`src/rtl/sr_pkg.sv`:
```
// Shared encodings for the SR command sequencer: flip-flop drive codes and FSM states.
package sr_pkg;

  // Codes driven onto the flip-flop sr input; SR_ILL is never allowed to reach it.
  localparam logic [1:0] SR_HOLD = 2'b00;
  localparam logic [1:0] SR_RST  = 2'b01;
  localparam logic [1:0] SR_SET  = 2'b10;
  localparam logic [1:0] SR_ILL  = 2'b11;

  typedef enum logic [1:0] {
    ST_IDLE  = 2'd0,
    ST_DRIVE = 2'd1,
    ST_GAP   = 2'd2
  } sr_state_e;

  // Only set and reset leave a known value on q that can be checked afterwards.
  function automatic logic is_checked_op(input logic [1:0] op);
    return (op == SR_SET) || (op == SR_RST);
  endfunction

endpackage

```
`src/rtl/sr_cmd_fifo.sv`:
```
// Small synchronous FIFO for buffered sequencer commands. Pointers carry one extra
// wrap bit so full and empty are told apart by comparing the MSBs.
module sr_cmd_fifo
  import sr_pkg::*;
#(
  parameter int DEPTH = 4,
  parameter int WIDTH = 6
) (
  input  logic             clk,
  input  logic             rst,
  input  logic             push,
  input  logic             pop,
  input  logic [WIDTH-1:0] wdata,
  output logic [WIDTH-1:0] rdata,
  output logic             full,
  output logic             empty
);

  localparam int AW = $clog2(DEPTH);
  localparam int PW = AW + 1;

  logic [PW-1:0]    wr_ptr_q, wr_ptr_d;
  logic [PW-1:0]    rd_ptr_q, rd_ptr_d;
  logic [WIDTH-1:0] mem_q [DEPTH];
  logic [WIDTH-1:0] mem_d [DEPTH];

  assign full  = (wr_ptr_q[AW] != rd_ptr_q[AW]) && (wr_ptr_q[AW-1:0] == rd_ptr_q[AW-1:0]);
  assign empty = (wr_ptr_q == rd_ptr_q);
  assign rdata = mem_q[rd_ptr_q[AW-1:0]];

  // Next pointer and storage values; a push into a full FIFO is dropped.
  always_comb begin
    wr_ptr_d = wr_ptr_q;
    rd_ptr_d = rd_ptr_q;
    mem_d    = mem_q;
    if (push && !full) begin
      mem_d[wr_ptr_q[AW-1:0]] = wdata;
      wr_ptr_d                = wr_ptr_q + PW'(1);
    end
    if (pop && !empty) begin
      rd_ptr_d = rd_ptr_q + PW'(1);
    end
  end

  // Pointer and storage registers, flushed by reset.
  always_ff @(posedge clk or posedge rst) begin
    if (rst) begin
      wr_ptr_q <= '0;
      rd_ptr_q <= '0;
      for (int i = 0; i < DEPTH; i++) begin
        mem_q[i] <= '0;
      end
    end else begin
      wr_ptr_q <= wr_ptr_d;
      rd_ptr_q <= rd_ptr_d;
      for (int i = 0; i < DEPTH; i++) begin
        mem_q[i] <= mem_d[i];
      end
    end
  end

endmodule

```
`src/rtl/sr_cmd_sequencer.sv`:
```
// Upstream stage of the SR flip-flop: buffers timed commands, drives sr one command
// at a time with a hold gap afterwards, rejects the illegal code and checks q feedback.
module sr_cmd_sequencer
  import sr_pkg::*;
#(
  parameter int DEPTH  = 4,
  parameter int HOLD_W = 4,
  parameter int GAP    = 1
) (
  input  logic              clk,
  input  logic              rst,
  input  logic              in_valid,
  output logic              in_ready,
  input  logic [1:0]        in_op,
  input  logic [HOLD_W-1:0] in_hold,
  output logic [1:0]        sr,
  input  logic              q_fb,
  output logic              busy,
  output logic              cmd_err,
  output logic              q_err
);

  localparam int         CW       = 2 + HOLD_W;
  localparam logic [3:0] GAP_LOAD = (GAP > 0) ? 4'(GAP - 1) : 4'd0;

  sr_state_e         state_q, state_d;
  logic [HOLD_W-1:0] cnt_q, cnt_d;
  logic [3:0]        gcnt_q, gcnt_d;
  logic [1:0]        sr_q, sr_d;
  logic              chk_pend_q, chk_pend_d;
  logic              exp_q_q, exp_q_d;
  logic              q_err_q, q_err_d;
  logic              cmd_err_q, cmd_err_d;

  logic              accept;
  logic              push;
  logic              pop;
  logic              fifo_full;
  logic              fifo_empty;
  logic [CW-1:0]     fifo_rdata;
  logic [1:0]        fifo_op;
  logic [HOLD_W-1:0] fifo_hold;

  assign in_ready  = !fifo_full;
  assign accept    = in_valid && in_ready;
  assign push      = accept && (in_op != SR_ILL);
  assign fifo_op   = fifo_rdata[CW-1:HOLD_W];
  assign fifo_hold = fifo_rdata[HOLD_W-1:0];

  assign sr      = sr_q;
  assign busy    = (state_q != ST_IDLE) || !fifo_empty;
  assign cmd_err = cmd_err_q;
  assign q_err   = q_err_q;

  sr_cmd_fifo #(
    .DEPTH(DEPTH),
    .WIDTH(CW)
  ) u_fifo (
    .clk  (clk),
    .rst  (rst),
    .push (push),
    .pop  (pop),
    .wdata({in_op, in_hold}),
    .rdata(fifo_rdata),
    .full (fifo_full),
    .empty(fifo_empty)
  );

  // Command FSM: next state, counters, sr drive, q-check scheduling and error pulses.
  always_comb begin
    state_d    = state_q;
    cnt_d      = cnt_q;
    gcnt_d     = gcnt_q;
    sr_d       = sr_q;
    exp_q_d    = exp_q_q;
    chk_pend_d = 1'b0;
    pop        = 1'b0;
    q_err_d    = chk_pend_q && (q_fb != exp_q_q);
    cmd_err_d  = accept && (in_op == SR_ILL);
    case (state_q)
      ST_IDLE: begin
        if (!fifo_empty) begin
          pop     = 1'b1;
          cnt_d   = fifo_hold;
          sr_d    = fifo_op;
          state_d = ST_DRIVE;
        end else begin
          sr_d = SR_HOLD;
        end
      end
      ST_DRIVE: begin
        if (cnt_q == '0) begin
          sr_d       = SR_HOLD;
          chk_pend_d = is_checked_op(sr_q);
          exp_q_d    = (sr_q == SR_SET);
          if (GAP > 0) begin
            state_d = ST_GAP;
            gcnt_d  = GAP_LOAD;
          end else begin
            state_d = ST_IDLE;
          end
        end else begin
          cnt_d = cnt_q - HOLD_W'(1);
        end
      end
      ST_GAP: begin
        sr_d = SR_HOLD;
        if (gcnt_q == '0) begin
          state_d = ST_IDLE;
        end else begin
          gcnt_d = gcnt_q - 4'd1;
        end
      end
      default: begin
        state_d = ST_IDLE;
        sr_d    = SR_HOLD;
      end
    endcase
  end

  // State registers; reset aborts any command and drops a pending q check.
  always_ff @(posedge clk or posedge rst) begin
    if (rst) begin
      state_q    <= ST_IDLE;
      cnt_q      <= '0;
      gcnt_q     <= '0;
      sr_q       <= SR_HOLD;
      chk_pend_q <= 1'b0;
      exp_q_q    <= 1'b0;
      q_err_q    <= 1'b0;
      cmd_err_q  <= 1'b0;
    end else begin
      state_q    <= state_d;
      cnt_q      <= cnt_d;
      gcnt_q     <= gcnt_d;
      sr_q       <= sr_d;
      chk_pend_q <= chk_pend_d;
      exp_q_q    <= exp_q_d;
      q_err_q    <= q_err_d;
      cmd_err_q  <= cmd_err_d;
    end
  end

endmodule

```
`config.mk`:
```
export PLATFORM = sky130hd
export DESIGN_NAME = sr_cmd_sequencer
export DESIGN_NICKNAME = d
export VERILOG_FILES = /design/src/rtl/sr_pkg.sv /design/src/rtl/sr_cmd_fifo.sv /design/src/rtl/sr_cmd_sequencer.sv
export SDC_FILE = /design/constraint.sdc
export NUM_CORES = 1
export LEC_CHECK = 0
export CELL_PAD_IN_SITES_DETAIL_PLACEMENT = 0
export CELL_PAD_IN_SITES_GLOBAL_PLACEMENT = 2
export CORE_MARGIN = 5
export CORE_UTILIZATION = 37
export CTS_CLUSTER_DIAMETER = 60
export DETAILED_ROUTE_END_ITERATION = 6
export PLACE_DENSITY_LB_ADDON = 0.1
export SLEW_MARGIN = 10
export SYNTH_ARGS = -nofsm -noshare
export SYNTH_HDL_FRONTEND = slang
export SYNTH_HIERARCHICAL = 1
export SYNTH_SLANG_ARGS = --single-unit
```
`constraint.sdc`:
```
create_clock -name clk -period 2.4 [get_ports clk]
set_input_delay 0.36 -clock clk [delete_from_list [all_inputs] [get_ports clk]]
set_output_delay 0.36 -clock clk [all_outputs]
set_load 0.02 [all_outputs]
```
After elaboration in Yosys (flattened, before gate mapping)
Index checks and enable logic that the tools add are counted.
{ "op_classes": {"add_sub_neg": 4, "multipliers": 0, "div": 0, "n_lt_le_gt_ge": 3, "eq_ne": 15, "n_shift": 0, "mux": 23, "bitwise_logic": 2, "n_reduce_logical": 22} }
{ "op_table": {"columns": ["op", "n"], "rows": [
  ["bitwise mux 24 bit", 1],
  ["two-way mux 6 bit", 3],
  ["two-way mux 4 bit", 4],
  ["one-hot mux 4 bit (2 select lines)", 2],
  ["binary-select mux 6 bit (select 2 bit)", 1],
  ["demux 6 bit (select 2 bit)", 1],
  ["!= test 2 bit, second input constant", 6],
  ["two-way mux 2 bit", 5],
  ["AND reduction 3 bit", 3],
  ["logical AND 1 bit", 8],
  ["zero test 4 bit", 2],
  ["subtractor 4 x 1 -> 4 bit, second input constant", 2],
  ["adder 3 x 1 -> 3 bit, second input constant", 2],
  ["equality test 2 bit, second input constant", 3],
  [">= comparator 3 bit, second input constant", 2],
  ["inverter 2 -> 3 bit", 2],
  ["one-hot mux 2 bit (3 select lines)", 1],
  ["nonzero test 2 bit", 3],
  ["equality test 2 x 1 -> 1 bit, second input constant", 2],
  ["two-way mux 1 bit", 4],
  ["one-hot mux 2 bit (2 select lines)", 1],
  ["equality test 3 bit", 1],
  ["< comparator 3 x 1 -> 1 bit, second input constant", 1],
  ["equality test 2 bit", 1],
  ["other kinds (5)", 8]
]} }
{ "word_totals": {"ff_bits": 46, "latchBits": 0, "ramBits": 0, "rom_bits": 0, "output_inout_bits": 6, "mem_count": 0} }

Depth between registers and ports, before layout
Gate-level depths: netlist of the first run.
{ "logic_depth": {"ltp_word": 6, "ltp_mapped": 9} }

Cells and area by module
The synthesis of the first run kept the hierarchy.
{ "modules_own_cells": {"columns": ["mod", "n_inst", "cells_each", "area_per_inst_um2"], "rows": [
  ["sr_cmd_fifo", 1, 103, 1550.2],
  ["sr_cmd_sequencer", 1, 83, 862.1]
]} }

Least setup slack after synthesis of the first run
Ideal clock, no wire load.
{ "synth_timing": {"path_kind": "register to register", "startpoint": "register u_fifo.rd_ptr_q[1]", "endpoint": "register u_fifo/mem_q[0] (netlist name)", "setup_time_ps": 125, "arrival_ps": 2258, "path_slack_ps": 18, "stages_incl_launch_ff": 10, "cell_sequence": "dfrtp_1 > buf_2 > xor2_1 > nor3_1 > inv_1 > nand2_1 > a21oi_1 > nand2_1 > a31oi_4 > mux2_2"} }
{ "synth_via": {"elab_chain_cells": 6} }
{ "synth_lines": {"columns": ["element", "line_no", "rtl"], "rows": [
  ["start: declaration", "sr_cmd_fifo.sv:23", "logic [PW-1:0] rd_ptr_q, rd_ptr_d;"],
  ["start signal: assignment", "sr_cmd_fifo.sv:55", "rd_ptr_q <= rd_ptr_d;"],
  ["equality test 2 bit", "sr_cmd_fifo.sv:27", "assign full = (wr_ptr_q[AW] != rd_ptr_q[AW]) && (wr_ptr_q[AW-1:0] == rd_ptr_q[AW-1:0]);"],
  ["logical AND 1 bit", "sr_cmd_fifo.sv:27", null],
  ["net fifo_full", "sr_cmd_sequencer.sv:38", "logic fifo_full;"],
  ["zero test 1 bit", "sr_cmd_sequencer.sv:44", "assign in_ready = !fifo_full;"],
  ["net in_ready", "sr_cmd_sequencer.sv:13", "output logic in_ready,"],
  ["logical AND 1 bit", "sr_cmd_sequencer.sv:45", "assign accept = in_valid && in_ready;"],
  ["logical AND 1 bit", "sr_cmd_sequencer.sv:46", "assign push = accept && (in_op != SR_ILL);"],
  ["net push", "sr_cmd_sequencer.sv:36", "logic push;"],
  ["logical AND 1 bit", "sr_cmd_fifo.sv:36", "if (push && !full) begin"],
  ["end signal: indexed assignment", "sr_cmd_fifo.sv:57", "mem_q[i] <= mem_d[i];"],
  ["end: declaration", "sr_cmd_fifo.sv:24", "logic [WIDTH-1:0] mem_q [DEPTH];"]
]} }
The timed path passes the listed nets, and every way through them passes these cells.
A chain may end at the register's enable or synchronous reset.

Worst setup path in the final report of the first run
{ "layout_timing": {"startpoint": "register u_fifo.wr_ptr_q[1]", "endpoint": "register u_fifo/mem_q[5] (netlist name)"} }
{ "layout_via": {"elab_chain_cells": 6, "elab_cells_between_ends": 13} }
{ "layout_lines": {"columns": ["element", "line_no", "rtl"], "rows": [
  ["start: declaration", "sr_cmd_fifo.sv:22", "logic [PW-1:0] wr_ptr_q, wr_ptr_d;"],
  ["start signal: assignment", "sr_cmd_fifo.sv:54", "wr_ptr_q <= wr_ptr_d;"],
  ["equality test 2 bit", "sr_cmd_fifo.sv:27", null],
  ["logical AND 1 bit", "sr_cmd_fifo.sv:27", null],
  ["net fifo_full", "sr_cmd_sequencer.sv:38", null],
  ["zero test 1 bit", "sr_cmd_sequencer.sv:44", null],
  ["logical AND 1 bit", "sr_cmd_sequencer.sv:45", null],
  ["logical AND 1 bit", "sr_cmd_sequencer.sv:46", null],
  ["net push", "sr_cmd_sequencer.sv:36", null],
  ["logical AND 1 bit", "sr_cmd_fifo.sv:36", null]
]} }
The timed path passes the listed nets, and every way through them passes these cells.

==> out/metrics.cfg, run 1 <==
[outcome]
status = finished, final reports clean

[clock_network]
ctsLongestPathBuffers = 2
clock-sinks = 46
cts_hold_buf = 0
clk_latency_ns = 0.29
cts-htree-levels = 2
clk_transition_reported_paths_ns = 0.09
cts_root_buf = sky130_fd_sc_hd__clkbuf_8
cts_tree = done
tritoncts.num_buffers = 5

[drt]
drtAntennaViolNets = 0
route.vias.total = 1571
post_route_drc = 0
routed_wirelength_um = 4985
post_drt_wl_per_cell_um = 17.13
routed_via_density = 5.399
drt_pre_antenna_iters = 4
drt_first_iter_violations = 37

[synthesis]
synth-main-ff-cell = sky130_fd_sc_hd__dfrtp_1
synthesis.yosys.warnings = 6
most_frequent_cell_after_synthesis = sky130_fd_sc_hd__dfrtp_1
synth_async_sr_flop_share_pct = 100.0
synth_area_leader_cell = sky130_fd_sc_hd__dfrtp_1
synth_commonest_cells = sky130_fd_sc_hd__dfrtp_1, sky130_fd_sc_hd__mux2_2, sky130_fd_sc_hd__inv_1
synth_top_area_share_pct = 47.72
mappedNetlistArea_um2 = 2412
syn-mean-instance-area_um2 = 12.97
syn-instance-count = 186
ys_top_cells_by_area = sky130_fd_sc_hd__dfrtp_1, sky130_fd_sc_hd__mux2_2, sky130_fd_sc_hd__mux4_2
yosysSeqAreaShare_pct = 47.72
syn_nets = 204
count_of_flip_flops_with_a_built_in_enable_after_synthesis = 0
synth.distinct_cells = 39
synth.ff_latch_count = 46

[timing]
setup_viol_count_final = 0
final.min_clock_period_ns = 2.255
layout_worst_path_cycle_share_pct = 93.97
finalMaxSlewViolations = 0
hold_slack_ns = 0.4694
max_slew_margin_pct = 55.39
finalHoldViolCount = 0
post_route_setup_tns_ns = 0
worst_slew_pin_slew_ns = 0.6659
fin_ws_ns = 0.1448
final.setup_skew_ns = 0.007634
grt_setup_unrepaired = no
max_freq_ghz = 0.4434

[job]
timing.max_cap.violations = 0

[hold_path]
timing.hold.worst.class = input port to async pin

[final_layout]
antenna-diode-count = 0
postLayoutCellArea_um2 = 2839
fin_util_pct = 44.71
drive_gt1_share_pct = 30.37
areaGrowthSynthToFinish_pct = 17.69
n_fill_cell = 584
design.final.nets = 231
final_cell_count_no_fill = 291

[global_route]
grt_use_total_pct = 13.13
number_of_global_route_vias_before_repair = 1750
grt_overflow_total = 0
antenna_found_initial = 0
pin_count_of_the_biggest_net_entering_global_routing = 31
grt_first_pass_wirelength_um = 8618

[pwr]
vdd_drop_max_mv = 0.4741
power.density_nw_per_um2 = 1331
static-leakage-power_nw = 1.192
power.total_mw = 3.779

[worst_setup_path]
worst-r2r-cell-count = 9
crit_path_top_delay_cell = sky130_fd_sc_hd__dfrtp_1
critical_path.max_stage_delay_ns = 0.40
worstSetupEndpointType = flip-flop
timing.critical_path.max_delay_family = compound AO/OA/AOI/OAI gates
crit_required_ns = 2.58
cp_buf_inv_count = 2
critical-path-top-cell-by-count = sky130_fd_sc_hd__nand2_1
timing.critical_path.fanout_max = 7
cp-start-kind = flip-flop
worst-endpoint-arrival_ns = 2.43
critical_path_cell_count = 9
crit_chain = xor2_1 > nor3_1 > inv_1 > nand2_1 > a21oi_1 > buf_4 > nand2_1 > a31oi_4 > mux2_2
ws_path_type = flip-flop to flip-flop

[place]
place.port_buffers = 15
post-place-cells = 283
dpl-instance-area_um2 = 2706
dpl_worst_slack_ns = 0.1354
finalWeightedCongestion = 0.7438
detailedPlacementHpwl_um = 3783

[floorplan]
die_outline_height_um = 90.75
fp-row-count = 29
floorplan.initialDensity_pct = 37.99
io_pins = 16
fp.dieArea_um2 = 8235
floorplan.core_area_um2 = 6350
chipWidth_um = 90.75

==> report_power, final <==
group          total [mW]  leakage [nW]  switching [mW]  internal [mW]
clock               0.489        0.0472           0.257          0.232
sequential           1.36         0.566           0.251           1.11
combinational        1.93         0.579           0.984          0.946
total                3.78          1.19            1.49           2.29
==> worst register-to-register path: stages (launching register included) <==
cell and delay [ns]:
sky130_fd_sc_hd__dfrtp_1 0.40, sky130_fd_sc_hd__xor2_1 0.37, sky130_fd_sc_hd__nor3_1 0.13, sky130_fd_sc_hd__inv_1 0.10, sky130_fd_sc_hd__nand2_1 0.07, sky130_fd_sc_hd__a21oi_1 0.11, sky130_fd_sc_hd__buf_4 0.16, sky130_fd_sc_hd__nand2_1 0.09
sky130_fd_sc_hd__a31oi_4 0.32, sky130_fd_sc_hd__mux2_2 0.39
==> cell type report <==
class                   instances  area (um2)  area share, %
clock buffers                   6       82.58          2.909
flip-flops and latches         46        1152          40.59
multi-input cells             124        1230          43.32
well taps                      77       96.34          3.394
repair buffers                 24       220.2          7.757
clock inverters                 2       12.51         0.4407
inverters                      12       45.04          1.587
==> per-layer routing <==
layer	global-route usage (%)	wire length [um]
met5	0	0
met2	23.24	2614
met1	16.01	2183
met3	2.833	134
met4	3.474	53
==> sequential cells by signal (all words and copies together), names as in the netlist <==
name             flops
cnt_q                4
sr                   2
u_fifo/rd_ptr_q      3
state_q              2
exp_q_q              1
chk_pend_q           1
cmd_err              1
u_fifo/mem_q        24
u_fifo/wr_ptr_q      3
gcnt_q               4
q_err                1
==> final timing paths <==
path | from | to | slack [ns]
min in group clk | chk_pend_q$_DFF_PP0_ | q_err$_DFF_PP0_ | 0.49
min | rst | exp_q_q$_DFFE_PP0P_ | 0.47
max reg2reg | u_fifo/wr_ptr_q[1]$_DFFE_PP0P_ | u_fifo/mem_q[5]$_DFFE_PP0P_ | 0.14
max in group asynchronous | rst | cmd_err$_DFF_PP0_ | 1.52
max | u_fifo/wr_ptr_q[1]$_DFFE_PP0P_ | u_fifo/mem_q[5]$_DFFE_PP0P_ | 0.14
min reg2reg | chk_pend_q$_DFF_PP0_ | q_err$_DFF_PP0_ | 0.49
==> cell families after synthesis <==
logic type / Yosys count / synth area share, %
compound gates: 28 / 11.10
xor+xnor: 10 / 5.031
fa+ha+maj: 8 / 4.150
buf+inv: 16 / 2.697
flops: 46 / 47.72
mux: 37 / 19.81
simple gates: 41 / 9.491
==> cell usage in the layout, fill, tap and decap left out, types with 3 or more instances in the layout <==
master / count
sky130_fd_sc_hd__mux2_2: 26
sky130_fd_sc_hd__a31oi_4: 4
sky130_fd_sc_hd__mux2i_1: 5
sky130_fd_sc_hd__ha_1: 8
sky130_fd_sc_hd__nand2_1: 11
sky130_fd_sc_hd__clkdlybuf4s50_1: 14
sky130_fd_sc_hd__nand3_1: 5
sky130_fd_sc_hd__nor2b_1: 3
sky130_fd_sc_hd__inv_1: 12
sky130_fd_sc_hd__xnor2_2: 3
sky130_fd_sc_hd__buf_4: 9
sky130_fd_sc_hd__mux4_2: 6
sky130_fd_sc_hd__o31ai_1: 3
sky130_fd_sc_hd__o21ai_0: 5
sky130_fd_sc_hd__dfrtp_1: 45
sky130_fd_sc_hd__nor2_1: 4
sky130_fd_sc_hd__a21oi_1: 3
sky130_fd_sc_hd__clkbuf_8: 6
sky130_fd_sc_hd__nand2b_1: 4
sky130_fd_sc_hd__xor2_1: 3
==> timing repair <==
action / CTS / global route
buffers inserted: 0 / 0
gates resized for setup: 3 / 5
endpoints found under the setup margin: 1 / 25
pin swaps: 0 / 1
Power figures use the tool's default switching activity.
==> inputs of run 2 (changes only) <==
- CORE_MARGIN: 5 -> 2
- TNS_END_PERCENT: unset -> 30
==> out/metrics.cfg, run 2 (synthesis results as in run 1) <==
[final_layout]
biggestRegsByFlops = u_fifo/mem_q: 24 flops, cnt_q: 4 flops, gcnt_q: 4 flops  ; unchanged
final_cell_mix = sky130_fd_sc_hd__dfrtp_1, sky130_fd_sc_hd__mux2_2, sky130_fd_sc_hd__clkdlybuf4s50_1  ; unchanged
layout.cells.most_common = sky130_fd_sc_hd__dfrtp_1  ; unchanged
final_cell_count_no_fill = 290  ; was 291
drive_gt1_share_pct = 30.52  ; was 30.37%
design.final.nets = 230  ; was 231
antenna-diode-count = 0  ; unchanged
n_fill_cell = 584  ; unchanged
areaGrowthSynthToFinish_pct = 18.05  ; was 17.69%
fin_util_pct = 45.11  ; was 44.71%
top_register = u_fifo/mem_q  ; unchanged
largest_register_ff_count = 24  ; unchanged

[timing]
post_route_setup_tns_ns = 0  ; unchanged
grt_setup_unrepaired = no  ; unchanged
finalHoldViolCount = 0  ; unchanged
max_slew_margin_pct = 55.65  ; was 55.39%
final.min_clock_period_ns = 2.231  ; was 2.255 ns
layout_worst_path_cycle_share_pct = 92.96  ; was 93.97%
setup_viol_count_final = 0  ; unchanged
max_freq_ghz = 0.4482  ; was 0.4434 GHz
finalMaxSlewViolations = 0  ; unchanged
fin_ws_ns = 0.1689  ; was 0.1448 ns
final.setup_skew_ns = 0.008060  ; was 0.007634 ns
worst_slew_pin_slew_ns = 0.6620  ; was 0.6659 ns

[place]
dpl_worst_slack_ns = 0.1136  ; was 0.1354 ns
place.port_buffers = 15  ; unchanged
detailedPlacementHpwl_um = 3616  ; was 3783 um
finalWeightedCongestion = 0.8293  ; was 0.7438
post-place-cells = 282  ; was 283

[drt]
m1WireLength_um = 2256  ; was 2183 um
route.top_layer_used = met4  ; unchanged
post_route_drc = 0  ; unchanged
detailroute.wirelength.met2_um = 2419  ; was 2614 um
routed_via_density = 5.317  ; was 5.399
drt_first_iter_violations = 40  ; was 37
post_drt_wl_per_cell_um = 16.92  ; was 17.13 um
drtAntennaViolNets = 0  ; unchanged
route.vias.total = 1542  ; was 1,571
routed_wirelength_um = 4907  ; was 4985 um
dr_wl_met3_um = 152  ; was 134 um
drt_pre_antenna_iters = 4  ; unchanged

[global_route]
pin_count_of_the_biggest_net_entering_global_routing = 31  ; unchanged
grt_use_total_pct = 15.03  ; was 13.13%
grt_first_pass_wirelength_um = 8355  ; was 8618 um
number_of_global_route_vias_before_repair = 1627  ; was 1,750
antenna_found_initial = 0  ; unchanged
grt_overflow_total = 0  ; unchanged

[worst_setup_path]
ws_path_type = flip-flop to output pin  ; was flip-flop to flip-flop
crit_required_ns = 2.04  ; was 2.58 ns
worstSetupEndpointType = output pin  ; was flip-flop
timing.critical_path.fanout_max = 4  ; was 7
cp-start-kind = flip-flop  ; unchanged
worst-endpoint-arrival_ns = 1.87  ; was 2.43 ns

[clock_network]
cts_root_buf = sky130_fd_sc_hd__clkbuf_8  ; unchanged
tritoncts.num_buffers = 5  ; unchanged
cts_tree = done  ; unchanged
clk_latency_ns = 0.31  ; was 0.29 ns
cts-htree-levels = 2  ; unchanged
postCtsSetupBuffers = 0  ; unchanged
clock-sinks = 46  ; unchanged
ctsLongestPathBuffers = 2  ; unchanged
clk_transition_reported_paths_ns = 0.09  ; about the same

[pwr]
power.density_nw_per_um2 = 1341  ; was 1331 nW/um2
static-leakage-power_nw = 1.198  ; was 1.192 nW
vdd_drop_max_mv = 0.7777  ; was 0.4741 mV

[floorplan]
floorplan.initialDensity_pct = 38.21  ; was 37.99%
fp.dieArea_um2 = 7182  ; was 8235 um2
floorplan.core_area_um2 = 6314  ; was 6350 um2
chipWidth_um = 84.75  ; was 90.75 um
io_pins = 16  ; unchanged
die_outline_height_um = 84.75  ; was 90.75 um
fp-row-count = 29  ; unchanged

[job]
timing.max_cap.violations = 0  ; unchanged

[hold_path]
timing.hold.worst.class = input port to async pin  ; unchanged

[outcome]
status = finished, final reports clean  ; unchanged

-- run 2: report_power, final --
| group | total [mW] | internal (mW) | switching (mW) |
|---|---|---|---|
| Combinational | 1.84 | 0.916 | 0.926 |
| Clock | 0.597 | 0.312 | 0.285 |
| Sequential | 1.38 | 1.11 | 0.272 |
| Total | 3.82 | 2.34 | 1.48 |
-- run 2: what timing repair did --
item,4_1_cts,5_1_grt
gates resized for setup,2,5
gates cloned,0,0
endpoints found under the setup margin,1,26
hold buffers,0,0
-- run 2: final cells by class --
cell class	count	area (um2)	area share [%]
clock buffer	5	68.82	2.417
clock inverter	3	43.79	1.538
inverter	12	45.04	1.582
multi-input combinational	124	1229	43.15
sequential	46	1152	40.47
tap	77	96.34	3.383
timing repair buffer	23	212.7	7.469
-- run 2: critical path, cell delays in order (launching register included) --
cell and delay [ns]:
sky130_fd_sc_hd__dfrtp_1 0.43, sky130_fd_sc_hd__xor2_2 0.22, sky130_fd_sc_hd__nor3_2 0.28, sky130_fd_sc_hd__inv_1 0.08, sky130_fd_sc_hd__clkdlybuf4s50_1 0.55
-- run 2: routing by layer --
metal	up-vias	global-route usage, %
met5	-	0
met4	0	5.195
met3	6	3.540
met2	17	24.70
met1	794	19.55
li1	725	-
-- run 2: worst paths after layout --
kind | slack [ns] | to | depth (start not counted) | from
min | 0.45 | cnt_q[0]$_DFFE_PP0P_ | 2 | rst
max in group asynchronous | 1.55 | state_q[0]$_DFFE_PP0P_ | 2 | rst
min in group clk | 0.50 | q_err$_DFF_PP0_ | 1 | chk_pend_q$_DFF_PP0_
min reg2reg | 0.50 | q_err$_DFF_PP0_ | 1 | chk_pend_q$_DFF_PP0_
max reg2reg | 0.21 | u_fifo/mem_q[2]$_DFFE_PP0P_ | 9 | u_fifo/wr_ptr_q[1]$_DFFE_PP0P_
max | 0.17 | in_ready | 4 | u_fifo/wr_ptr_q[0]$_DFFE_PP0P_
-- run 2: through the flow --
stage	hold WS, ns	total power [mW]	cell area [um2]
after floorplan	0.2737	2.696	2412
after global placement	0.4456	3.139	2699
after detailed placement	0.4808	3.202	2699
after CTS	0.4695	3.826	2824
after global routing	0.5035	4.107	2848
final	0.4453	3.818	2848
==> inputs of run 3 (changes only) <==
- ABC_AREA: unset -> 1
- CORE_UTILIZATION: 37 -> 32
- HOLD_SLACK_MARGIN: unset -> 0.1
==> out/metrics.cfg, run 3 <==
[outcome]
status = finished, final reports clean  ; unchanged

[drt]
drtAntennaViolNets = 0  ; unchanged
drt_pre_antenna_iters = 4  ; unchanged
drt_first_iter_violations = 110  ; was 40
post_drt_wl_per_cell_um = 13.90  ; was 16.92 um
route.vias.total = 1993  ; was 1,542
post_route_drc = 0  ; unchanged
routed_wirelength_um = 5798  ; was 4907 um
routed_via_density = 4.779  ; was 5.317

[final_layout]
largest_register_ff_count = 24  ; unchanged
drive_gt1_share_pct = 8.805  ; was 30.52%
fin_util_pct = 38.18  ; was 45.11%
final_cell_count_no_fill = 417  ; was 290
final_cell_mix = sky130_fd_sc_hd__nand2_1, sky130_fd_sc_hd__dfrtp_1, sky130_fd_sc_hd__nor2_1, sky130_fd_sc_hd__nand4_1, sky130_fd_sc_hd__inv_1  ; was sky130_fd_sc_hd__dfrtp_1, sky130_fd_sc_hd__mux2_2, sky130_fd_sc_hd__clkdlybuf4s50_1
antenna-diode-count = 0  ; unchanged
layout.cells.most_common = sky130_fd_sc_hd__nand2_1  ; was sky130_fd_sc_hd__dfrtp_1
design.final.nets = 336  ; was 230
biggestRegsByFlops = u_fifo/mem_q: 24 flops, cnt_q: 4 flops, gcnt_q: 4 flops  ; unchanged
top_register = u_fifo/mem_q  ; unchanged
areaGrowthSynthToFinish_pct = 14.51  ; was 18.05%

[synthesis]
synth.distinct_cells = 28  ; was 39
synthesis.yosys.warnings = 6  ; unchanged
synth_top_area_share_pct = 47.35  ; was 47.72%
yosysSeqAreaShare_pct = 47.35  ; was 47.72%
syn_nets = 318  ; was 204
synth_commonest_cells = sky130_fd_sc_hd__nand2_1, sky130_fd_sc_hd__dfrtp_1, sky130_fd_sc_hd__nand4_1, sky130_fd_sc_hd__nor2_1, sky130_fd_sc_hd__inv_1  ; was sky130_fd_sc_hd__dfrtp_1, sky130_fd_sc_hd__mux2_2, sky130_fd_sc_hd__inv_1
synth_area_leader_cell = sky130_fd_sc_hd__dfrtp_1  ; unchanged
synth_async_sr_flop_share_pct = 100.0  ; unchanged
synth.ff_latch_count = 46  ; unchanged
most_frequent_cell_after_synthesis = sky130_fd_sc_hd__nand2_1  ; was sky130_fd_sc_hd__dfrtp_1
syn-mean-instance-area_um2 = 8.104  ; was 12.97 um2
ys_top_cells_by_area = sky130_fd_sc_hd__dfrtp_1, sky130_fd_sc_hd__nand2_1, sky130_fd_sc_hd__nand4_1  ; was sky130_fd_sc_hd__dfrtp_1, sky130_fd_sc_hd__mux2_2, sky130_fd_sc_hd__mux4_2
synth-main-ff-cell = sky130_fd_sc_hd__dfrtp_1  ; unchanged
count_of_flip_flops_with_a_built_in_enable_after_synthesis = 0  ; unchanged
syn-instance-count = 300  ; was 186
mappedNetlistArea_um2 = 2431  ; was 2412 um2

[clock_network]
cts-htree-levels = 2  ; unchanged
cts_hold_buf = 0  ; unchanged
ctsLongestPathBuffers = 2  ; unchanged
clk_latency_ns = 0.30  ; was 0.31 ns
cts_root_buf = sky130_fd_sc_hd__clkbuf_8  ; unchanged
cts_tree = done  ; unchanged
tritoncts.num_buffers = 5  ; unchanged
clock-sinks = 46  ; unchanged
clk_transition_reported_paths_ns = 0.08  ; was 0.09 ns

[worst_setup_path]
crit-reg2reg-capture = u_fifo/mem_q[22]$_DFFE_PP0P_  ; was u_fifo/mem_q[2]$_DFFE_PP0P_
worstSetupEndpointType = output pin  ; unchanged
cp-start-kind = flip-flop  ; unchanged
ws_path_type = flip-flop to output pin  ; unchanged
r2r-start = u_fifo/wr_ptr_q[1]$_DFFE_PP0P_  ; unchanged
timing.critical_path.fanout_max = 5  ; was 4
timing.reg2reg.setup_slack_ns = 0.57  ; was 0.21 ns
worst-endpoint-arrival_ns = 1.78  ; was 1.87 ns
worst-r2r-cell-count = 11  ; was 9
crit_required_ns = 2.04  ; about the same

[timing]
finalHoldViolCount = 0  ; unchanged
setup_viol_count_final = 0  ; unchanged
final.setup_skew_ns = 0.006647  ; was 0.008060 ns
final.min_clock_period_ns = 2.143  ; was 2.231 ns
layout_worst_path_cycle_share_pct = 89.30  ; was 92.96%
max_slew_margin_pct = 57.76  ; was 55.65%
post_route_setup_tns_ns = 0  ; unchanged
hold_slack_ns = 0.4625  ; was 0.4453 ns
max_freq_ghz = 0.4666  ; was 0.4482 GHz
worst_slew_pin_slew_ns = 0.6329  ; was 0.6620 ns
finalMaxSlewViolations = 0  ; unchanged
grt_setup_unrepaired = no  ; unchanged

[floorplan]
die_outline_height_um = 91.16  ; was 84.75 um
floorplan.core_area_um2 = 7292  ; was 6314 um2
floorplan.initialDensity_pct = 33.34  ; was 38.21%
io_pins = 16  ; unchanged
chipWidth_um = 91.16  ; was 84.75 um
fp.dieArea_um2 = 8310  ; was 7182 um2
fp-row-count = 31  ; was 29

[global_route]
grt_overflow_total = 0  ; unchanged
number_of_global_route_vias_before_repair = 1954  ; was 1,627
grt_use_total_pct = 15.24  ; was 15.03%
pin_count_of_the_biggest_net_entering_global_routing = 33  ; was 31
grt_first_pass_wirelength_um = 9908  ; was 8355 um
antenna_found_initial = 0  ; unchanged

[hold_path]
timing.hold.worst.class = input port to async pin  ; unchanged

[pwr]
power.total_mw = 3.784  ; was 3.818 mW
power.density_nw_per_um2 = 1359  ; was 1341 nW/um2
vdd_drop_max_mv = 0.3513  ; was 0.7777 mV
static-leakage-power_nw = 1.411  ; was 1.198 nW

[place]
finalWeightedCongestion = 0.7591  ; was 0.8293
detailedPlacementHpwl_um = 4082  ; was 3616 um
place.port_buffers = 15  ; unchanged
post-place-cells = 409  ; was 282

[job]
timing.max_cap.violations = 0  ; unchanged

-- run 3: layer usage --
layer	routed length, um	vias up	global-route usage (%)
met5	0	-	0
met4	125	0	5.934
met3	241	9	2.739
met2	2624	37	23.02
met1	2807	915	21.62
li1	-	1032	-
-- run 3: worst max-delay path by stage --
| stage | start | to | slack (ns) | cells past startpoint |
|---|---|---|---|---|
| floorplan | u_fifo/rd_ptr_q[1]$_DFFE_PP0P_ | u_fifo/mem_q[12]$_DFFE_PP0P_ | 0.40 | 12 |
| detailed placement | u_fifo/rd_ptr_q[1]$_DFFE_PP0P_ | busy | 0.31 | 7 |
| CTS | u_fifo/rd_ptr_q[1]$_DFFE_PP0P_ | busy | 0.07 | 7 |
| global placement | u_fifo/rd_ptr_q[1]$_DFFE_PP0P_ | busy | 0.33 | 7 |
| finish | u_fifo/wr_ptr_q[1]$_DFFE_PP0P_ | in_ready | 0.26 | 7 |
| global route | u_fifo/wr_ptr_q[1]$_DFFE_PP0P_ | in_ready | 0.13 | 7 |
-- run 3: report_power, final --
group / switching (mW) / internal (mW) / total, mW
Clock: 0.259 / 0.201 / 0.460
Sequential: 0.248 / 1.11 / 1.36
Combinational: 1.26 / 0.705 / 1.96
Total: 1.76 / 2.02 / 3.78
-- run 3: worst max-delay path, cell delays in order, from the launching register on --
cell                              delay, ns
sky130_fd_sc_hd__dfrtp_1               0.43
sky130_fd_sc_hd__inv_1                 0.10
sky130_fd_sc_hd__nand2_1               0.08
sky130_fd_sc_hd__nand2_2               0.07
sky130_fd_sc_hd__nand3_4               0.08
sky130_fd_sc_hd__inv_1                 0.04
sky130_fd_sc_hd__inv_1                 0.08
sky130_fd_sc_hd__clkdlybuf4s50_1       0.60
-- run 3: stage by stage --
step / setup WS (ns) / instance area [um2]
after detailed placement: 0.3088 / 2696
final: 0.2569 / 2784
after global routing: 0.1285 / 2784
after CTS: 0.06528 / 2774
after global placement: 0.3305 / 2696
after floorplan: 0.3951 / 2431
-- run 3: layout make-up --
class / count / area, um2
clock buffer: 7 / 76.32
fill: 802 / 4508
inverter: 25 / 96.34
multi-input combinational: 220 / 1132
sequential: 46 / 1152
tap: 99 / 123.9
timing repair buffer: 20 / 202.7
-- run 3: kinds of logic after synthesis --
kind of cell	count (synthesis)	synth area share, %
AOI/OAI and AO/OA	24	5.250
xor gates and xnor gates	3	1.390
adders and majority gates	8	4.118
buffers and inverters	34	6.073
DFF	46	47.35
and+or+nand+nor	185	35.82
-- run 3: timing repair --
| action | 4_1_cts | 5_1_grt |
|---|---|---|
| setup buffers | 0 | 1 |
| endpoints found under the setup margin | 1 | 1 |
| pin swaps | 0 | 0 |
| gates resized for setup | 1 | 1 |
==> RTL edit 1 (flow settings as in run 1) <==
`DEPTH` is set to 4 in 2 places; all go to 8.
--- a/src/rtl/sr_cmd_fifo.sv
+++ b/src/rtl/sr_cmd_fifo.sv
@@ -3,7 +3,7 @@
 module sr_cmd_fifo
   import sr_pkg::*;
 #(
-  parameter int DEPTH = 4,
+  parameter int DEPTH = 8,
   parameter int WIDTH = 6
 ) (
   input  logic             clk,
--- a/src/rtl/sr_cmd_sequencer.sv
+++ b/src/rtl/sr_cmd_sequencer.sv
@@ -3,7 +3,7 @@
 module sr_cmd_sequencer
   import sr_pkg::*;
 #(
-  parameter int DEPTH  = 4,
+  parameter int DEPTH  = 8,
   parameter int HOLD_W = 4,
   parameter int GAP    = 1
 ) (
Formal check against the unedited RTL: not equivalent (Yosys sat finds a counterexample within 10 cycles, from zero or initial values and one cycle with rst high).
==> RTL edit 1 against run 1 <==
  * Global-route usage increased by 1.2 points
  * Sequential power increased by 55%
  * Worst setup slack got worse by 0.0059 ns
  * Routed wire length increased by 51%
  * Cell area increased by 50%
  * Final cell count increased by 45%
  * Synthesized cell count increased by 38%
  * Clock skew increased by 0.0055 ns
  * Sequential cell count increased by 26
  * Core utilization decreased by 0.60 points
  * Area after synthesis increased by 50%
  * Total power increased by 49%
  * Die area increased by 44%
  * Critical endpoint is now in_ready
  * Largest cell class is now sequential cells
  * Highest routed layer unchanged
==> RTL edit 1: results (changes against run 1) <==
----------------------------------------------------
[GRT]
  Total GRT Usage ... 0.143 (+0.0118)
  Vias in the first global route ... 2238 (+28%)
  Largest net degree at the start of global routing ... 50 (+61%)

[Place]
  Cell Area, Placed ... 0.00399 mm2 (+47%)
  Placer's final routability congestion estimate ... 0.716 (-3.7%)
  Dpl ws ... 0.103 ns (-0.0320 ns)

[Critical path]
  R2r startpoint ... u_fifo/rd_ptr_q[0]$_DFFE_PP0P_
  Worst Setup SP ... u_fifo/rd_ptr_q[3]$_DFFE_PP0P_
  Capturing point of the worst reg2reg path ... u_fifo/mem_q[41]$_DFFE_PP0P_

[Synth]
  Post-Synthesis Net Count ... 271 (+33%)
  Post-Synthesis Cells ... 256 (+38%)
  Number of unique standard cell types used by synthesis ... 42 (+7.7%)
  Leading cell types by count after synthesis ... 72 x dfrtp_1, 39 x mux2_2, 18 x mux2_4, 12 x mux4_2, 11 x inv_1

[Clocking]
  Number of buffers added by the clock tree synthesis step ... 9 (+4)
  Clock latency at the later pin of the worst-skew pair ... 0.34 ns (+0.05 ns)
  CTS H-Tree Depth ... 3 (+1)

[Power and ir drop]
  Share of power burned in combinational logic ... 0.429 (-0.082)
  Maximum VDD drop ... 0.466 mV (-1.7%)
  Standby leakage power ... 1.85 nW (+56%)
  Net switching share of the total power ... 0.326 (-0.0685)
  Relative contribution of the clock network to total power ... 0.197 (+0.068)

[Final layout]
  Fraction of layout instances using a drive strength above 1 ... 0.415 (+0.111)
  Relative area change from synthesis to final layout ... 17.6% (about the same)
  Multi-input gate share of the layout cell area ... 0.405 (-0.0286)
  Final Non-Filler Cells ... 422 (+45%)
  Number of ordinary and repair buffers in the finished layout ... 31 (+29%)
  Number of flip-flops in the largest register ... 48 (+100%)
  Total of clock buffers placed in the layout ... 10 (+4)
  Area share of buffers outside the clock network ... 0.0692 (-0.00841)

[Routing]
  Starting DRC count in detailed routing ... 90 (+140%)
  Routed wl met3 ... 214 um (+60%)
  Routed length per placed instance ... 17.8 um (+4.1%)

[Run status]
  Run status ... completed

[STA]
  Worst slew margin relative to its limit ... 0.572 (+0.0178)

----------------------------------------------------
RTL edit 1: cell types whose count changed after synthesis, sizes merged, moves of 3 or more:
cell / run 1 / this run
a31oi: 6 / 0
and3: 0 / 5
buf: 4 / 12
dfrtp: 46 / 72
ha: 8 / 5
mux2: 26 / 57
mux4: 6 / 12
nand2: 11 / 8
nand3b: 0 / 4
nor2: 4 / 7
xor2: 5 / 8
RTL edit 1: metal layers:
layer	vias to the layer above	track usage
met2	25	0.226
met3	7	0.0320
met1	1080	0.189
met4	0	0.0640
li1	977	-
met5	-	0
RTL edit 1: cells by family (layout without fill, tap and decap cells):
logic type	Yosys count	count (layout)	share of synthesized area
mux	74	74	0.285
flops	72	72	0.498
simple gates	50	50	0.0886
buf+inv	25	58	0.0394
compound gates	17	17	0.0401
xor+xnor	13	13	0.0315
fa+ha+maj	5	5	0.0173
RTL edit 1: timing repair:
item,in CTS,in global routing
hold buffers,0,0
gates resized for setup,3,3
endpoints found under the setup margin,1,37
setup buffers,0,2
pin swaps,1,2
==> RTL edit 2 (settings of run 1) <==
Without the edit above. Put one more register stage on the output `cmd_err`. The value now appears one clock later. The other outputs are not delayed to match.
--- a/src/rtl/sr_cmd_sequencer.sv
+++ b/src/rtl/sr_cmd_sequencer.sv
@@ -49,7 +49,9 @@
 
   assign sr      = sr_q;
   assign busy    = (state_q != ST_IDLE) || !fifo_empty;
-  assign cmd_err = cmd_err_q;
+  always_ff @(posedge clk) begin
+    cmd_err <= cmd_err_q;
+  end
   assign q_err   = q_err_q;
 
   sr_cmd_fifo #(
Formal check against the unedited RTL: not equivalent (a bounded check fails within 4 cycles, from zero or initial values and one cycle with rst high).
==> RTL edit 2 against run 1 <==
  * Maximum frequency up 0.14%
  * Worst setup slack improved by 0.0031 ns
  * Cell area is 2.3% higher
  * Via count grew 4.3%
  * Total power is 3.9% higher
  * Routed wire length rose by 3.2%
  * Sequential cell count grew 1
  * Area after synthesis up 2.4%
  * Die area up 2.2%
  * Critical endpoint is now in_ready
==> RTL edit 2: results (changes against run 1) <==
----------------------------------------------------
[Run status]
  Run status ... completed

[Critical path]
  Signal arrival time at the worst endpoint ... 1.89 ns (-0.54 ns)
  Max stage delay on crit path ... 0.54 ns (+0.14 ns)
  Flop2flop setup slack ... 0.24 ns (+0.10 ns)
  Slowest library cell on the worst path ... clkdlybuf4s50_1
  CP Max Fanout ... 6 (-1)

[Final layout]
  Final #Nets ... 243 (+5.2%)
  Largest registers ... u_fifo/mem_q: 24 flops, cnt_q: 4 flops, gcnt_q: 4 flops
  ANT cells ... 0 (unchanged)
  Reg area ... 0.00117 mm2 (+1.6%)
  Fillcell total ... 606 (+3.8%)
  Fraction of layout instances using a drive strength above 1 ... 0.292 (-0.0117)

[GRT]
  Global-route wire length before repair ... 8910 um (+3.4%)
  Total GRT Usage ... 0.133 (+0.00209)
  Vias in the first global route ... 1798 (+2.7%)
  Antenna violations before repair ... 0 (unchanged)

[Routing]
  Via count normalized by instance count ... 5.41 (+0.14%)
  Antenna violation net count after detailed routing ... 0 (unchanged)
  Starting DRC count in detailed routing ... 25 (-32%)
  Routed length per placed instance ... 17.0 um (-0.88%)

[Synth]
  Post-synth ARST share ... 0.979 (-0.0213)
  Compound-cell area share of the yosys netlist ... 0.112 (+0.000903)
  Share of the yosys chip area belonging to registers ... 0.474 (-0.00325)
  Post-Synthesis Net Count ... 213 (+4.4%)
  Number of unique standard cell types used by synthesis ... 50 (+28%)
  Biggest area contributors in the synthesized netlist ... dfrtp_1 47%, mux2_2 11%, mux4_2 5.5%
  Mux share of post-synthesis cell area ... 0.181 (-0.0169)
  Leading cell types by count after synthesis ... 46 x dfrtp_1, 25 x mux2_2, 14 x inv_1, 10 x nand2_1
  Parity-gate share of the synthesized area counting xor and xnor cells ... 0.0456 (-0.00474)
  Yosys warning count ... 6 (unchanged)
  Arithmetic-cell share of the synthesized area counting full adders, half adders and majority gates ... 0.0405 (-0.000987)

[STA]
  Worst slew pin tran ... 0.658 ns (-0.00814 ns)
  Final Hold Fails ... 0 (unchanged)
  Worst Clk Skew ... 0.00954 ns (+0.00190 ns)

[Place]
  Placer's final routability congestion estimate ... 0.815 (+9.6%)
  Cell Area, Placed ... 0.00279 mm2 (+3.1%)
  HPWL reported at the end of detailed placement ... 3830 um (+1.1%)
  Total of buffers placed on input and output ports ... 15 (unchanged)

[Clocking]
  Maximum clock insertion buffer count ... 2 (unchanged)
  Clock Pin Slew Worst Setup and Hold Paths ... 0.09 ns (about the same)
  Clock root buffer master ... clkbuf_8
  CTS H-Tree Depth ... 2 (unchanged)

[Min path]
  HP Class ... reg2reg

[Power and ir drop]
  Standby leakage power ... 1.21 nW (+1.3%)
  Maximum VDD drop ... 0.628 mV (+32%)

----------------------------------------------------
[RTL edit 2: cell count changes after synthesis, moves of 2 or more]
cell,delta
nand3_1,+3
mux2i_1,-3
inv_1,+2
o2111a_1,+2
o221a_1,-2
o31ai_1,-2
or3b_2,-2
nor2b_1,-3
a21oi_1,+2
[RTL edit 2: layout make-up]
type                    instances  area share
clock buffers                   5      0.0237
inverters                      15      0.0194
multi-input cells             129       0.422
flip-flops and latches         47       0.403
clock inverters                 3      0.0164
repair buffers                 27      0.0823
well taps                      77      0.0332
[RTL edit 2: through the flow]
stage / total power [mW] / hold slack (ns) / instances / util / worst slack, ns
2_1_floorplan: 2.77 / 0.274 / 195 / - / 0.0230
3_3_place_gp: 3.29 / 0.331 / 295 / 0.434 / 0.248
3_5_place_dp: 3.36 / 0.334 / 295 / 0.434 / 0.214
4_1_cts: 3.98 / 0.358 / 303 / 0.452 / 0.112
5_1_grt: 4.22 / 0.371 / 303 / 0.452 / 0.00492
6_report: 3.92 / 0.353 / 303 / 0.452 / 0.148
[RTL edit 2: metal layers]
layer  vias to the layer above  GRT usage  routed length, um
li1                        771          -                  -
met1                       841      0.162               2280
met2                        22      0.240               2700
met3                         4     0.0303                127
met4                         0     0.0309                 43
met5                         -          0                  0
[RTL edit 2: repair_timing]
| action | CTS | global route |
|---|---|---|
| endpoints found under the setup margin | 1 | 0 |
| buffers inserted | 0 | 0 |
| resized for setup | 1 | 0 |
[RTL edit 2: power breakdown]
part / internal [mW] / total (mW) / switching, mW
registers: 1.13 / 1.37 / 0.242
logic: 0.953 / 1.96 / 1.00
clock network: 0.316 / 0.599 / 0.283
[RTL edit 2: logic make-up after synthesis]
kind of cell / Yosys count
adder cells (fa/ha/maj): 8
XOR/XNOR: 9
AO/OA/AOI/OAI: 31
flip-flops: 47
AND/OR/NAND/NOR: 47
multiplexers: 34
buffers and inverters: 19
[RTL edit 2: worst paths after layout]
path,from,to,cells past startpoint
max in group asynchronous,rst,cnt_q[2]$_DFFE_PP0P_,2
worst min-delay path,cmd_err_q$_DFF_PP0_,cmd_err$_DFF_P_,0
worst max register to register,u_fifo/wr_ptr_q[0]$_DFFE_PP0P_,u_fifo/mem_q[12]$_DFFE_PP0P_,9
worst max-delay path,u_fifo/wr_ptr_q[0]$_DFFE_PP0P_,in_ready,4
min in group asynchronous,rst,u_fifo/mem_q[18]$_DFFE_PP0P_,3
worst min register to register,cmd_err_q$_DFF_PP0_,cmd_err$_DFF_P_,0
[RTL edit 2: worst max-delay path: cells and delay by family (launching register included)]
kind	cells	cell delay (ns)
DFF	1	0.49
xor gates and xnor gates	1	0.22
buffers and inverters	2	0.62
and+or+nand+nor	1	0.26
